### config.mk
export PLATFORM = sky130hd
export DESIGN_NAME = vram_console
export DESIGN_NICKNAME = d
export VERILOG_FILES = /design/src/rtl/video_pkg.sv /design/src/rtl/vram_cursor.sv /design/src/rtl/vram_console.sv
export SDC_FILE = /design/constraint.sdc
export NUM_CORES = 1
export LEC_CHECK = 0
export BUFFER_PORTS_ARGS = -buffer_cell sky130_fd_sc_hd__buf_2
export CAP_MARGIN = 40
export CORE_AREA = 2 2 89 91
export CTS_CLUSTER_DIAMETER = 150
export DETAILED_ROUTE_END_ITERATION = 10
export DIE_AREA = 0 0 91 93
export MAX_ROUTING_LAYER = met4
export PLACE_DENSITY = 0.81
export SYNTH_ARGS = -nofsm -noshare
export SYNTH_HDL_FRONTEND = slang
export SYNTH_SLANG_ARGS = --single-unit
### constraint.sdc
create_clock -name clk_i -period 5.32 [get_ports clk_i]
set_input_delay 1.596 -clock clk_i [delete_from_list [all_inputs] [get_ports clk_i]]
set_output_delay 1.596 -clock clk_i [all_outputs]
set_load 0.02 [all_outputs]
### src/rtl/video_pkg.sv
// Shared constants, control codes and controller state encoding for the
// text-mode VRAM path.
package video_pkg;

  localparam int COLS   = 60;
  localparam int ROWS   = 34;
  localparam int ADDR_W = 11;

  localparam logic [7:0] CH_BS    = 8'h08;
  localparam logic [7:0] CH_LF    = 8'h0A;
  localparam logic [7:0] CH_FF    = 8'h0C;
  localparam logic [7:0] CH_CR    = 8'h0D;
  localparam logic [7:0] CH_SPACE = 8'h20;

  typedef enum logic [1:0] {
    ST_CLR_ALL = 2'd0,
    ST_IDLE    = 2'd1,
    ST_CLR_ROW = 2'd2
  } state_e;

  function automatic logic is_printable(input logic [7:0] ch);
    return (ch >= 8'h20) && (ch <= 8'h7E);
  endfunction

endpackage

### src/rtl/vram_cursor.sv
// Cursor column/row plus line base register; the cell address is base + col,
// so no multiplier is needed.
module vram_cursor
  import video_pkg::*;
(
  input  logic              clk_i,
  input  logic              rst_i,
  input  logic              home_i,
  input  logic              nl_i,
  input  logic              cr_i,
  input  logic              back_i,
  input  logic              step_i,
  output logic [5:0]        col_o,
  output logic [5:0]        row_o,
  output logic [ADDR_W-1:0] base_o,
  output logic [ADDR_W-1:0] addr_o,
  output logic              last_col_o
);

  logic [5:0]        col_q, col_d;
  logic [5:0]        row_q, row_d;
  logic [ADDR_W-1:0] base_q, base_d;

  // Cursor next-state: home > new line > carriage return > back > step.
  always_comb begin
    col_d  = col_q;
    row_d  = row_q;
    base_d = base_q;
    if (home_i) begin
      col_d  = 6'd0;
      row_d  = 6'd0;
      base_d = '0;
    end else if (nl_i) begin
      col_d = 6'd0;
      if (row_q == 6'(ROWS - 1)) begin
        row_d  = 6'd0;
        base_d = '0;
      end else begin
        row_d  = row_q + 6'd1;
        base_d = base_q + ADDR_W'(COLS);
      end
    end else if (cr_i) begin
      col_d = 6'd0;
    end else if (back_i && (col_q != 6'd0)) begin
      col_d = col_q - 6'd1;
    end else if (step_i && (col_q != 6'(COLS - 1))) begin
      col_d = col_q + 6'd1;
    end else begin
      col_d = col_q;
    end
  end

  // Cursor state registers.
  always_ff @(posedge clk_i) begin
    if (rst_i) begin
      col_q  <= 6'd0;
      row_q  <= 6'd0;
      base_q <= '0;
    end else begin
      col_q  <= col_d;
      row_q  <= row_d;
      base_q <= base_d;
    end
  end

  assign col_o      = col_q;
  assign row_o      = row_q;
  assign base_o     = base_q;
  assign addr_o     = base_q + ADDR_W'(col_q);
  assign last_col_o = (col_q == 6'(COLS - 1));

endmodule

### src/rtl/vram_console.sv
// Text-console write controller: turns a character stream into single-port
// VRAM cell writes, handling control codes, wrap, row clear and full clear.
module vram_console
  import video_pkg::*;
#(
  parameter logic [7:0] RST_ATTR = 8'h0F
) (
  input  logic              clk_i,
  input  logic              rst_i,
  input  logic              char_valid_i,
  input  logic [7:0]        char_data_i,
  input  logic [7:0]        attr_i,
  output logic              char_ready_o,
  input  logic              clear_i,
  output logic              busy_o,
  output logic              vram_we_o,
  output logic [ADDR_W-1:0] vram_ad_o,
  output logic [15:0]       vram_din_o,
  output logic [5:0]        cursor_col_o,
  output logic [5:0]        cursor_row_o
);

  localparam logic [ADDR_W-1:0] LAST_CELL = ADDR_W'(COLS * ROWS - 1);
  localparam logic [ADDR_W-1:0] LAST_COL  = ADDR_W'(COLS - 1);

  state_e            state_q, state_d;
  logic [ADDR_W-1:0] cnt_q, cnt_d;
  logic [7:0]        attr_q, attr_d;
  logic              we_q, we_d;
  logic [ADDR_W-1:0] ad_q, ad_d;
  logic [15:0]       din_q, din_d;
  logic              busy_q, busy_d;
  logic              clr_wr_d;
  logic              accept_s;

  logic              home_s, nl_s, cr_s, back_s, step_s;
  logic [ADDR_W-1:0] base_s, cur_addr_s;
  logic              last_col_s;

  vram_cursor u_cursor (
    .clk_i      (clk_i),
    .rst_i      (rst_i),
    .home_i     (home_s),
    .nl_i       (nl_s),
    .cr_i       (cr_s),
    .back_i     (back_s),
    .step_i     (step_s),
    .col_o      (cursor_col_o),
    .row_o      (cursor_row_o),
    .base_o     (base_s),
    .addr_o     (cur_addr_s),
    .last_col_o (last_col_s)
  );

  // busy_q also covers the trailing clear write, so ready never overlaps it.
  assign char_ready_o = (state_q == ST_IDLE) && !busy_q && !clear_i;
  assign accept_s     = char_valid_i && char_ready_o;

  // FSM next state, write-port mux and cursor commands.
  always_comb begin
    state_d  = state_q;
    cnt_d    = cnt_q;
    attr_d   = attr_q;
    we_d     = 1'b0;
    ad_d     = ad_q;
    din_d    = din_q;
    clr_wr_d = 1'b0;
    home_s   = 1'b0;
    nl_s     = 1'b0;
    cr_s     = 1'b0;
    back_s   = 1'b0;
    step_s   = 1'b0;
    if (clear_i || (accept_s && (char_data_i == CH_FF))) begin
      attr_d   = attr_i;
      we_d     = 1'b1;
      ad_d     = '0;
      din_d    = {attr_i, CH_SPACE};
      cnt_d    = ADDR_W'(1);
      clr_wr_d = 1'b1;
      state_d  = ST_CLR_ALL;
    end else begin
      case (state_q)
        ST_CLR_ALL: begin
          we_d     = 1'b1;
          ad_d     = cnt_q;
          din_d    = {attr_q, CH_SPACE};
          clr_wr_d = 1'b1;
          if (cnt_q == LAST_CELL) begin
            home_s  = 1'b1;
            cnt_d   = '0;
            state_d = ST_IDLE;
          end else begin
            cnt_d = cnt_q + ADDR_W'(1);
          end
        end
        ST_CLR_ROW: begin
          we_d     = 1'b1;
          ad_d     = base_s + cnt_q;
          din_d    = {attr_q, CH_SPACE};
          clr_wr_d = 1'b1;
          if (cnt_q == LAST_COL) begin
            cnt_d   = '0;
            state_d = ST_IDLE;
          end else begin
            cnt_d = cnt_q + ADDR_W'(1);
          end
        end
        ST_IDLE: begin
          if (accept_s) begin
            attr_d = attr_i;
            if (is_printable(char_data_i)) begin
              we_d  = 1'b1;
              ad_d  = cur_addr_s;
              din_d = {attr_i, char_data_i};
              if (last_col_s) begin
                nl_s    = 1'b1;
                cnt_d   = '0;
                state_d = ST_CLR_ROW;
              end else begin
                step_s = 1'b1;
              end
            end else if (char_data_i == CH_LF) begin
              nl_s    = 1'b1;
              cnt_d   = '0;
              state_d = ST_CLR_ROW;
            end else if (char_data_i == CH_CR) begin
              cr_s = 1'b1;
            end else if ((char_data_i == CH_BS) && (cursor_col_o != 6'd0)) begin
              back_s = 1'b1;
              we_d   = 1'b1;
              ad_d   = cur_addr_s - ADDR_W'(1);
              din_d  = {attr_i, CH_SPACE};
            end else begin
              we_d = 1'b0;
            end
          end else begin
            we_d = 1'b0;
          end
        end
        default: begin
          cnt_d   = '0;
          state_d = ST_CLR_ALL;
        end
      endcase
    end
    busy_d = (state_d != ST_IDLE) || clr_wr_d;
  end

  // Controller and write-port registers.
  always_ff @(posedge clk_i) begin
    if (rst_i) begin
      state_q <= ST_CLR_ALL;
      cnt_q   <= '0;
      attr_q  <= RST_ATTR;
      we_q    <= 1'b0;
      ad_q    <= '0;
      din_q   <= 16'h0000;
      busy_q  <= 1'b1;
    end else begin
      state_q <= state_d;
      cnt_q   <= cnt_d;
      attr_q  <= attr_d;
      we_q    <= we_d;
      ad_q    <= ad_d;
      din_q   <= din_d;
      busy_q  <= busy_d;
    end
  end

  assign busy_o     = busy_q;
  assign vram_we_o  = we_q;
  assign vram_ad_o  = ad_q;
  assign vram_din_o = din_q;

endmodule

==> summary.md, run 1 <==
| Metric | Value |
|---|---|
| Sequential Area | `around 1400 µm²` |
| Vias in the first global route | `3927` |
| Max Used Layer | `met4` |
| First-pass GRT wire length | `roughly 18 mm` |
| Delay-heaviest family, CP | `compound AO/OA/AOI/OAI gates` |
| Drt via density | `6.04` |
| Iter 0 DRT Violations | `276` |
| ANT nets after route | `0` |
| Cts bufs inserted | `9` |
| CP Max Fanout | `18` |
| Met2 wire length | `5.30 mm` |
| Synth Area in Compound Gates | `0.226` |
| Largest net degree at the start of global routing | `24` |
| CP bufs+invs | `3` |
| Non-filler instance count after layout | `697` |
| Setup Skew | `between 0.005 and 0.006 ns` |
| Place WS | `0.681 ns` |
| Rel. slew slack | `0.446` |
| RSZ-0062 raised after global routing | `no` |
| Fillers | `around 670` |
| Die area | `approximately 8500 µm²` |
| Mapped Area | `approximately 4400 µm²` |
| Final nets | `638` |
| WL met1 | `between 4 and 5 mm` |
| Post-cts sizing count | `0` |
| Dpl cell area | `between 4000 and 5000 µm²` |
| EDFF count, synth | `0` |
| Sequential cell area fraction in the yosys report | `0.324` |
| Dpl hpwl | `a little over 8 mm` |
| GPL Wtd Cong | `between 0.9 and 1` |
| Total track usage | `0.272` |
| Layout area overhead | `11.7%` |
| Worst min-delay path class | `flip-flop to flip-flop` |
| Max IR drop VDD | `~0.00014 V` |
| Fin. Hold Viols | `0` |
| Critical path, cell by cell | `buf_2, nor4bb_4, buf_4, and2_4, a41oi_4, nand3_1, inv_1, ha_1, a21o_1, a21oi_1, o21bai_1, a21oi_1, xor2_1, or3_1, a21oi_2` |
| # setup viols final | `0` |
| # rows | `32` |
| Post-route cell area | `between 4000 and 5000 µm²` |
| Simple-gate share of the synthesized area | `0.233` |
| Clock buffer depth | `2` |
| First drt pass iteration count | `4` |
| Worst hold start | `vram_din_o[3]` |
| Setup Crit Path Kind | `primary input to flip-flop` |
| Yosys warns | `0` |
| Lkg Pwr | `between 2 and 2.5 nW` |
| Hold_buf cts | `0` |
| Status | `completed` |
| Period utilization | `0.811` |
| CORE AREA | `approximately 7500 µm²` |
| Post-synthesis adder-cell area fraction | `0.0815` |
| Synth Net Count | `a little under 600` |
| Commonest non-fill, non-tap cell in the layout | `dfxtp_1` |
| Clock Root Buffer | `clkbuf_8` |
| Clock-pin slew on the worst setup and hold paths | `0.08 ns` |
| TritonCTS clock tree | `yes` |
| Top FF cell, synth | `dfxtp_1` |
| Port Buffers | `slightly above 60` |
| Clock latency at the later pin of the worst-skew pair | `about 0.36 ns` |
| Critical path arrival | `roughly 4.6 ns` |
| WP data required | `~5.6 ns` |
| Total power per unit cell area | `217 nW/µm²` |
| Antenna violations before repair | `0` |
| Synthesized flop and latch total | `approximately 70` |
| CTS HTree Levels | `3` |
| Met3 WL | `approximately 670 µm` |
| Combinational family with the most area after synthesis | `simple AND/OR/NAND/NOR gates` |
| Cells after Synth | `about 550` |
| Max incr delay on CP | `about 0.42 ns` |
| Grt ovf | `0` |
| Yosys cell types | `between 60 and 70` |
| Post-CTS setup buffers | `0` |
| DR vias | `4210` |
| Starting Density | `0.584` |
| I/O pin count | `between 60 and 70` |
| Fin Setup TNS | `0 ns` |
| CP dominant cell by count | `a21oi_1` |
| Final WS setup | `1.01 ns` |
| Final Slew Violations | `0` |
| Mux cell area share after synthesis | `0.00228` |
| MaxCap Viol Count | `0` |
| Num Clock Sinks | `71` |
| CP max stage cell | `a41oi_4` |
| Critical path origin | `clear_i` |
| Syn Area/Cell | `around 8 µm²` |
| Die Y | `between 90 and 100 µm` |
| Multi-input combinational cell area | `approximately 2800 µm²` |
| Slew at the pin with the worst max-slew slack | `approximately 0.8 ns` |
| CP Capture Type | `flip-flop` |
| Share of layout cells above drive strength 1 | `0.150` |
| Min Tclk post-route | `roughly 4.3 ns` |
| Reg-to-Reg Start | `state_q[1]` |
| Commonest cells after routing, fill and taps aside | `dfxtp_1 (71), nor2_1 (63), buf_2 (61)` |
| DR DRC count | `0` |
| Fmax achieved | `232 MHz` |
| Total wire length | `around 11 mm` |
| Inserted Diodes | `0` |
| Placed cells | `roughly 700` |
| Xor/xnor share of the synthesized area | `0.0857` |
| Synth async-reset ratio | `0` |
| Die width | `about 91 µm` |
| Crit path launch type | `primary input` |
| Routed len/inst | `15.8 µm` |
-- Yosys cell counts, types with 11 or more instances --
master / n / share of area
dfxtp_1: 71 / 0.32
nor2_1: 63 / 0.054
inv_1: 20 / 0.017
a21oi_1: 44 / 0.050
clkbuf_1: 21 / 0.018
xor2_1: 23 / 0.046
xnor2_1: 20 / 0.040
nor3_1: 11 / 0.013
nand3_1: 23 / 0.026
nand2_1: 48 / 0.041
o21ai_0: 18 / 0.021
nand4_1: 12 / 0.017
ha_1: 27 / 0.077
o21ai_1: 13 / 0.015
-- area by class of cell --
| class | instances | share of cell area |
|---|---|---|
| clock buffers | 10 | 0.0260 |
| multi-input cells | 424 | 0.562 |
| flip-flops and latches | 71 | 0.290 |
| repair buffers | 64 | 0.0668 |
| inverters | 20 | 0.0153 |
| well taps | 102 | 0.0260 |
| clock inverters | 6 | 0.0143 |
-- power by group --
part           switching [mW]  internal (mW)  leakage (nW)
clock network           0.224          0.220         0.101
logic                  0.0457         0.0261          1.39
registers             0.00557          0.541         0.577
total                   0.276          0.787          2.07
-- registers in the layout (all words and copies together), names as in the netlist --
register / flops
vram_din_o: 16
cnt_q: 11
vram_ad_o: 11
u_cursor.base_o: 9
attr_q: 8
u_cursor.col_o: 6
u_cursor.row_o: 6
state_q: 2
busy_o: 1
vram_we_o: 1
-- routing by layer --
layer,up-vias,global-route usage
met4,0,0.120
met3,33,0.0548
met1,1959,0.311
met5,-,-
met2,167,0.464
li1,2051,-
-- kinds of logic (layout without fill, tap and decap cells) --
kind of cell,after synthesis,in the layout
adders and majority gates,28,28
xor gates and xnor gates,43,43
DFF,71,71
and+or+nand+nor,207,207
AOI/OAI and AO/OA,145,145
buffers and inverters,50,100
muxes,1,1
-- path summary, 6_finish.rpt --
kind / depth (start not counted) / slack (ns) / to
setup / recovery: 15 / 1.01 / u_cursor.col_o[5]
hold / removal: 2 / 0.45 / vram_din_o[3]
hold reg to reg: 2 / 0.45 / vram_din_o[3]
setup reg to reg: 16 / 1.75 / u_cursor.col_o[5]
-- tightest hold or removal path, stage by stage, from the launching register on --
cell     delay [ns]
dfxtp_1        0.31
nand2_1        0.05
a21oi_1        0.05
-- metrics by stage --
stage / util / hold WS, ns / power (mW)
2_1_floorplan: - / 0.432 / 0.606
3_3_place_gp: 0.626 / 0.439 / 0.628
3_5_place_dp: 0.626 / 0.441 / 0.629
4_1_cts: 0.652 / 0.452 / 1.06
5_1_grt: 0.652 / 0.470 / 1.10
6_report: 0.652 / 0.450 / 1.06
Power figures use the tool's default switching activity.
==> inputs of run 2 (changes only) <==
CORE_AREA = 2 2 95 97   (was 2 2 89 91)
DIE_AREA = 0 0 97 99   (was 0 0 91 93)
PLACE_DENSITY = 0.75   (was 0.81)
clock period = 3.6 ns   (was 5.32 ns; I/O delays follow)
==> summary.md, run 2 (synthesized netlist as in run 1, its figures left out) <==
| Metric | Value |
|---|---|
| Status | `completed (unchanged)` |
| CP Capture Type | `flip-flop (unchanged)` |
| Port Buffers | `61 (unchanged)` |
| Post-route cell area | `5030 µm² (was 4910 µm²)` |
| Grt ovf | `0 (unchanged)` |
| Reg-to-Reg Start | `u_cursor.col_o[0] (was state_q[1])` |
| I/O pin count | `62 (unchanged)` |
| Die area | `9600 µm² (was 8460 µm²)` |
| CP dominant cell by count | `a21oi_1 (unchanged)` |
| Reg power frac | `0.515 (was 0.514)` |
| Fin Setup TNS | `0 ns (unchanged)` |
| WP data required | `3.92 ns (was 5.62 ns)` |
| Setup Crit Path Kind | `primary input to flip-flop (unchanged)` |
| Commonest non-fill, non-tap cell in the layout | `dfxtp_1 (unchanged)` |
| Hold Path Depth | `2 (unchanged)` |
| Drt via density | `5.84 (was 6.04)` |
| Largest net degree at the start of global routing | `24 (unchanged)` |
| Final nets | `652 (was 638)` |
| Hold_buf cts | `0 (unchanged)` |
| First drt pass iteration count | `4 (unchanged)` |
| # rows | `34 (was 32)` |
| Fin. Hold Viols | `0 (unchanged)` |
| Rel. slew slack | `0.493 (was 0.446)` |
| Num Clock Sinks | `71 (unchanged)` |
| Lkg Pwr | `2.13 nW (was 2.07 nW)` |
| Share of layout cells above drive strength 1 | `0.172 (was 0.150)` |
| DR DRC count | `0 (unchanged)` |
| CP Max Fanout | `4 (was 18)` |
| Inserted Diodes | `0 (unchanged)` |
| Critical path, cell by cell | `buf_2, nor4_2, and2_1, a41oi_4, nand3_1, inv_1, ha_1, a21o_1, a21oi_1, o21bai_1, a21oi_1, xor2_1, or3_1, a21oi_2 (was buf_2, nor4bb_4, buf_4, and2_4, a41oi_4, nand3_1, inv_1, ha_1, a21o_1, a21oi_1, o21bai_1, a21oi_1, xor2_1, or3_1, a21oi_2)` |
| Die Y | `99 µm (was 93 µm)` |
| Starting Density | `0.514 (was 0.584)` |
| NetSw | `404 µW (was 276 µW)` |
| Final WS setup | `0.319 ns (was 1.01 ns)` |
| Clock buffer depth | `2 (unchanged)` |
| Layout area overhead | `14.4% (was 11.7%)` |
| Min Tclk post-route | `approximately 3.3 ns` |
| P_int | `1.16 mW (was 787 µW)` |
| Reg2Reg Capture Point | `u_cursor.col_o[5] (unchanged)` |
| GPL Wtd Cong | `0.909 (was 0.910)` |
| CP bufs+invs | `2 (was 3)` |
| Reg2Reg Setup Slack | `0.33 ns (was 1.75 ns)` |
| Fmax achieved | `305 MHz` |
| Total power per unit cell area | `312 nW/µm² (was 217 nW/µm²)` |
| Setup Skew | `0.00947 ns (was 0.00552 ns)` |
| Crit path launch type | `primary input (unchanged)` |
| Final Slew Violations | `0 (unchanged)` |
| Worst hold start | `vram_din_o[3] (unchanged)` |
| Sw frac | `0.258 (was 0.259)` |
| Total wire length | `11.2 mm (was 11.0 mm)` |
| CTS HTree Levels | `3 (unchanged)` |
| Sink of the worst hold path | `vram_din_o[3] (unchanged)` |
| Dpl cell area | `4820 µm² (was 4710 µm²)` |
| ANT nets after route | `0 (unchanged)` |
| Iter 0 DRT Violations | `206 (was 276)` |
| Delay-heaviest family, CP | `simple AND/OR/NAND/NOR gates (was compound AO/OA/AOI/OAI gates)` |
| Routed len/inst | `15.7 µm (was 15.8 µm)` |
| Antenna violations before repair | `0 (unchanged)` |
| MaxCap Viol Count | `0 (unchanged)` |
| Non-filler instance count after layout | `717 (was 697)` |
| Commonest cells after routing, fill and taps aside | `dfxtp_1 (71), nor2_1 (63), buf_2 (61) (unchanged)` |
| Die width | `97 µm (was 91 µm)` |
| Placed cells | `701 (was 681)` |
| Clock Root Buffer | `clkbuf_8 (unchanged)` |
| CORE AREA | `8550 µm² (was 7530 µm²)` |
| # setup viols final | `0 (unchanged)` |
| Dpl hpwl | `8.23 mm (was 8.07 mm)` |
| Max IR drop VDD | `0.000185 V (was 0.000136 V)` |
| CP max stage cell | `or3_1 (was a41oi_4)` |
| Clock-pin slew on the worst setup and hold paths | `0.08 ns (about the same)` |
| Number of flip-flops in the largest register | `16 (unchanged)` |
| Worst R2R Path Depth | `15 (was 16)` |
| Slew at the pin with the worst max-slew slack | `0.753 ns (was 0.823 ns)` |
| Critical path arrival | `3.60 ns (was 4.61 ns)` |
| Period utilization | `0.911` |
| TritonCTS clock tree | `yes (unchanged)` |
| First-pass GRT wire length | `19.1 mm (was 18.2 mm)` |
| Clock Power Share | `0.414 (was 0.418)` |
| Critical path origin | `char_data_i[7] (was clear_i)` |
| Vias in the first global route | `4014 (was 3927)` |
| DR vias | `4189 (was 4210)` |
| Max incr delay on CP | `0.33 ns (was 0.42 ns)` |
| Logic pwr share | `0.070 (was 0.068)` |
| RSZ-0062 raised after global routing | `no (unchanged)` |
| Place WS | `-0.0997 ns (was 0.681 ns)` |
| Worst min-delay path class | `flip-flop to flip-flop (unchanged)` |
| Cts bufs inserted | `9 (unchanged)` |
| Total track usage | `0.250 (was 0.272)` |
| Clock latency at the later pin of the worst-skew pair | `0.37 ns (was 0.36 ns)` |
| Final core utilization | `0.588 (was 0.652)` |
==> run 2: cell types whose count changed in the layout (fill, tap and decap cells not counted), sizes merged <==
cell      before  now
buf           64   78
clkbuf        10    9
clkinv         4    3
clkinvlp       0    2
==> run 2: power groups by stage <==
stage / combinational (mW) / clock, mW / sequential, mW
finish: 0.110 / 0.649 / 0.808
global route: 0.122 / 0.690 / 0.809
CTS: 0.109 / 0.653 / 0.808
detailed placement: 0.109 / 0 / 0.826
global placement: 0.107 / 0 / 0.826
floorplan: 0.0615 / 0 / 0.835
==> run 2: repair_timing <==
action                     in CTS  in global routing
buffers inserted                0                  0
gates resized for setup         0                  1
setup endpoints to repair       0                  1
==> run 2: tightest hold or removal path: cells and delay by family (launching register included) <==
kind	cells	cell delay, ns
AO/OA/AOI/OAI	1	0.05
AND/OR/NAND/NOR	1	0.05
flip-flops	1	0.31
==> run 2: how the worst max path moves through the flow <==
| stage | to | slack (ns) | cells after the start |
|---|---|---|---|
| 2_1_floorplan | u_cursor.col_o[5] | 0.04 | 15 |
| 3_3_place_gp | u_cursor.col_o[5] | 0.03 | 14 |
| 3_5_place_dp | u_cursor.col_o[5] | -0.1 | 14 |
| 4_1_cts | u_cursor.col_o[5] | 0.28 | 14 |
| 5_1_grt | u_cursor.col_o[5] | 0.03 | 15 |
| 6_report | u_cursor.col_o[5] | 0.32 | 14 |
==> run 2: layout make-up <==
| class | count | area (µm²) |
|---|---|---|
| fill | 810 | 3520 |
| tap | 108 | 135 |
| timing repair buffer | 78 | 433 |
| clock inverter | 7 | 72.6 |
| inverter | 20 | 75.1 |
| multi-input combinational | 424 | 2770 |
| sequential | 71 | 1420 |
| clock buffer | 9 | 124 |
==> run 2: through the flow <==
step                      hold slack [ns]  power (mW)
after global routing                0.468        1.62
after detailed placement            0.443       0.935
final                               0.449        1.57
after global placement              0.437       0.933
after CTS                           0.454        1.57
after floorplan                     0.432       0.896
==> run 2: layer usage <==
metal / vias up / wire length (µm) / GRT usage
met4: 0 / 311 / 0.112
met5: - / 0 / -
met2: 110 / 5370 / 0.407
met1: 1964 / 5010 / 0.304
met3: 29 / 541 / 0.0468
li1: 2086 / - / -
==> inputs of run 3 (changes only) <==
CORE_AREA = 2 2 91 93   (was 2 2 95 97)
DIE_AREA = 0 0 93 95   (was 0 0 97 99)
PLACE_DENSITY = 0.78   (was 0.75)
SLEW_MARGIN = 20   (was unset)
clock period = 3.61 ns   (was 3.6 ns; I/O delays follow)
==> summary.md, run 3 (synthesized netlist as in run 1, its figures left out) <==
| Metric | Value |
|---|---|
| WP data required | `3.89 ns (was 3.92 ns)` |
| Max IR drop VDD | `0.000221 V (was 0.000185 V)` |
| Final nets | `652 (unchanged)` |
| Lkg Pwr | `2.14 nW (was 2.13 nW)` |
| Port Buffers | `61 (unchanged)` |
| Die Y | `95 µm (was 99 µm)` |
| CTS HTree Levels | `3 (unchanged)` |
| Iter 0 DRT Violations | `258 (was 206)` |
| Logic pwr share | `0.070 (about the same)` |
| Crit path launch type | `primary input (unchanged)` |
| Post-route cell area | `5050 µm² (was 5030 µm²)` |
| Clock latency at the later pin of the worst-skew pair | `0.35 ns (was 0.37 ns)` |
| Grt ovf | `0 (unchanged)` |
| # rows | `33 (was 34)` |
| Inserted Diodes | `0 (unchanged)` |
| P_int | `1.23 mW (was 1.16 mW)` |
| MaxCap Viol Count | `0 (unchanged)` |
| First-pass GRT wire length | `19.1 mm (about the same)` |
| Rel. slew slack | `0.497 (was 0.493)` |
| Num Clock Sinks | `71 (unchanged)` |
| Post-cts sizing count | `0 (unchanged)` |
| Largest net degree at the start of global routing | `24 (unchanged)` |
| Min Tclk post-route | `about 3.3 ns` |
| Final WS setup | `0.277 ns (was 0.319 ns)` |
| Total wire length | `11.5 mm (was 11.2 mm)` |
| GPL Wtd Cong | `0.936 (was 0.909)` |
| First drt pass iteration count | `4 (unchanged)` |
| Post-CTS setup buffers | `0 (unchanged)` |
| Drt via density | `5.97 (was 5.84)` |
| NetSw | `397 µW (was 404 µW)` |
| Status | `completed (unchanged)` |
| Setup Crit Path Kind | `primary input to flip-flop (unchanged)` |
| Final core utilization | `0.637 (was 0.588)` |
| Commonest cells after routing, fill and taps aside | `dfxtp_1 (71), nor2_1 (63), buf_2 (61) (unchanged)` |
| CP Max Fanout | `4 (unchanged)` |
| Sw frac | `0.244 (was 0.258)` |
| Clock-pin slew on the worst setup and hold paths | `0.08 ns (about the same)` |
| DR vias | `4261 (was 4189)` |
| Commonest non-fill, non-tap cell in the layout | `dfxtp_1 (unchanged)` |
| Layout area overhead | `14.9% (was 14.4%)` |
| I/O pin count | `62 (unchanged)` |
| Starting Density | `0.554 (was 0.514)` |
| Share of layout cells above drive strength 1 | `0.172 (unchanged)` |
| Clock buffer depth | `2 (unchanged)` |
| Routed len/inst | `16.0 µm (was 15.7 µm)` |
| Period utilization | `0.923` |
| Total power per unit cell area | `323 nW/µm² (was 312 nW/µm²)` |
| # setup viols final | `0 (unchanged)` |
| Slew at the pin with the worst max-slew slack | `0.748 ns (was 0.753 ns)` |
| Clock Power Share | `0.435 (was 0.414)` |
| Vias in the first global route | `4047 (was 4014)` |
| Hold_buf cts | `0 (unchanged)` |
| Antenna violations before repair | `0 (unchanged)` |
| CP Capture Type | `flip-flop (unchanged)` |
| Number of flip-flops in the largest register | `16 (unchanged)` |
| TritonCTS clock tree | `yes (unchanged)` |
| Die width | `93 µm (was 97 µm)` |
| Final Slew Violations | `0 (unchanged)` |
| CORE AREA | `7930 µm² (was 8550 µm²)` |
| Dpl hpwl | `8.46 mm (was 8.23 mm)` |
| Setup Skew | `0.0120 ns (was 0.00947 ns)` |
| Cts bufs inserted | `9 (unchanged)` |
| Fmax achieved | `~300 MHz` |
| Critical path arrival | `3.61 ns (was 3.60 ns)` |
| ANT nets after route | `0 (unchanged)` |
| Placed cells | `698 (was 701)` |
| RSZ-0062 raised after global routing | `no (unchanged)` |
| Reg power frac | `0.495 (was 0.515)` |
| Worst min-delay path class | `flip-flop to flip-flop (unchanged)` |
| Die area | `8840 µm² (was 9600 µm²)` |
| DR DRC count | `0 (unchanged)` |
| Fillers | `721 (was 810)` |
| Dpl cell area | `4820 µm² (about the same)` |
| Place WS | `-0.132 ns (was -0.0997 ns)` |
| Total track usage | `0.276 (was 0.250)` |
| Fin. Hold Viols | `0 (unchanged)` |
| Clock Root Buffer | `clkbuf_8 (unchanged)` |
| Non-filler instance count after layout | `714 (was 717)` |
[run 3: cell count changes in the layout (fill, tap and decap cells not counted), sizes merged]
cell and change:
bufinv +1, inv -1
[run 3: path summary, 6_finish.rpt]
check	depth (start not counted)	to	start	slack, ns
worst min register to register	2	vram_ad_o[2]	vram_ad_o[2]	0.45
worst max register to register	15	u_cursor.col_o[5]	u_cursor.col_o[0]	0.32
worst min-delay path	2	vram_ad_o[2]	vram_ad_o[2]	0.45
worst max-delay path	14	u_cursor.col_o[5]	char_data_i[7]	0.28
[run 3: layout make-up]
type / count / area, µm² / area share
Timing Repair Buffer: 78 / 433 / 0.0858
Clock inverter: 7 / 97.6 / 0.0193
Clock buffer: 9 / 124 / 0.0245
Tap cell: 105 / 131 / 0.0260
Multi-Input combinational cell: 424 / 2770 / 0.548
Inverter: 20 / 75.1 / 0.0149
Sequential cell: 71 / 1420 / 0.282
[run 3: power by group through the flow]
stage / clock network [mW] / logic, mW / registers (mW)
6_report: 0.709 / 0.114 / 0.806
4_1_cts: 0.716 / 0.112 / 0.806
5_1_grt: 0.753 / 0.124 / 0.807
3_3_place_gp: 0 / 0.108 / 0.823
2_1_floorplan: 0 / 0.0614 / 0.832
3_5_place_dp: 0 / 0.111 / 0.824
[run 3: through the flow]
| stage | setup TNS, ns | hold WS, ns | power (mW) |
|---|---|---|---|
| finish | 0 | 0.453 | 1.63 |
| global route | 0 | 0.480 | 1.68 |
| CTS | 0 | 0.455 | 1.63 |
| detailed placement | -0.132 | 0.444 | 0.935 |
| global placement | -0.00486 | 0.437 | 0.932 |
| floorplan | 0 | 0.432 | 0.894 |
[run 3: critical path, cell delays in order]
cell,delay [ns]
buf_2,0.11
nor4_2,0.33
and2_1,0.24
a41oi_4,0.13
nand3_1,0.14
inv_1,0.11
ha_1,0.28
a21o_1,0.17
a21oi_1,0.19
o21bai_1,0.09
a21oi_1,0.17
xor2_1,0.11
or3_1,0.33
a21oi_2,0.13
[run 3: layer usage]
layer  global-route usage  share of wire  vias to the layer above
met5                    -              0                        -
met4                0.119          0.025                        0
met3               0.0503          0.050                       27
met2                0.470           0.49                      132
met1                0.321           0.43                     2018
li1                     -              -                     2084
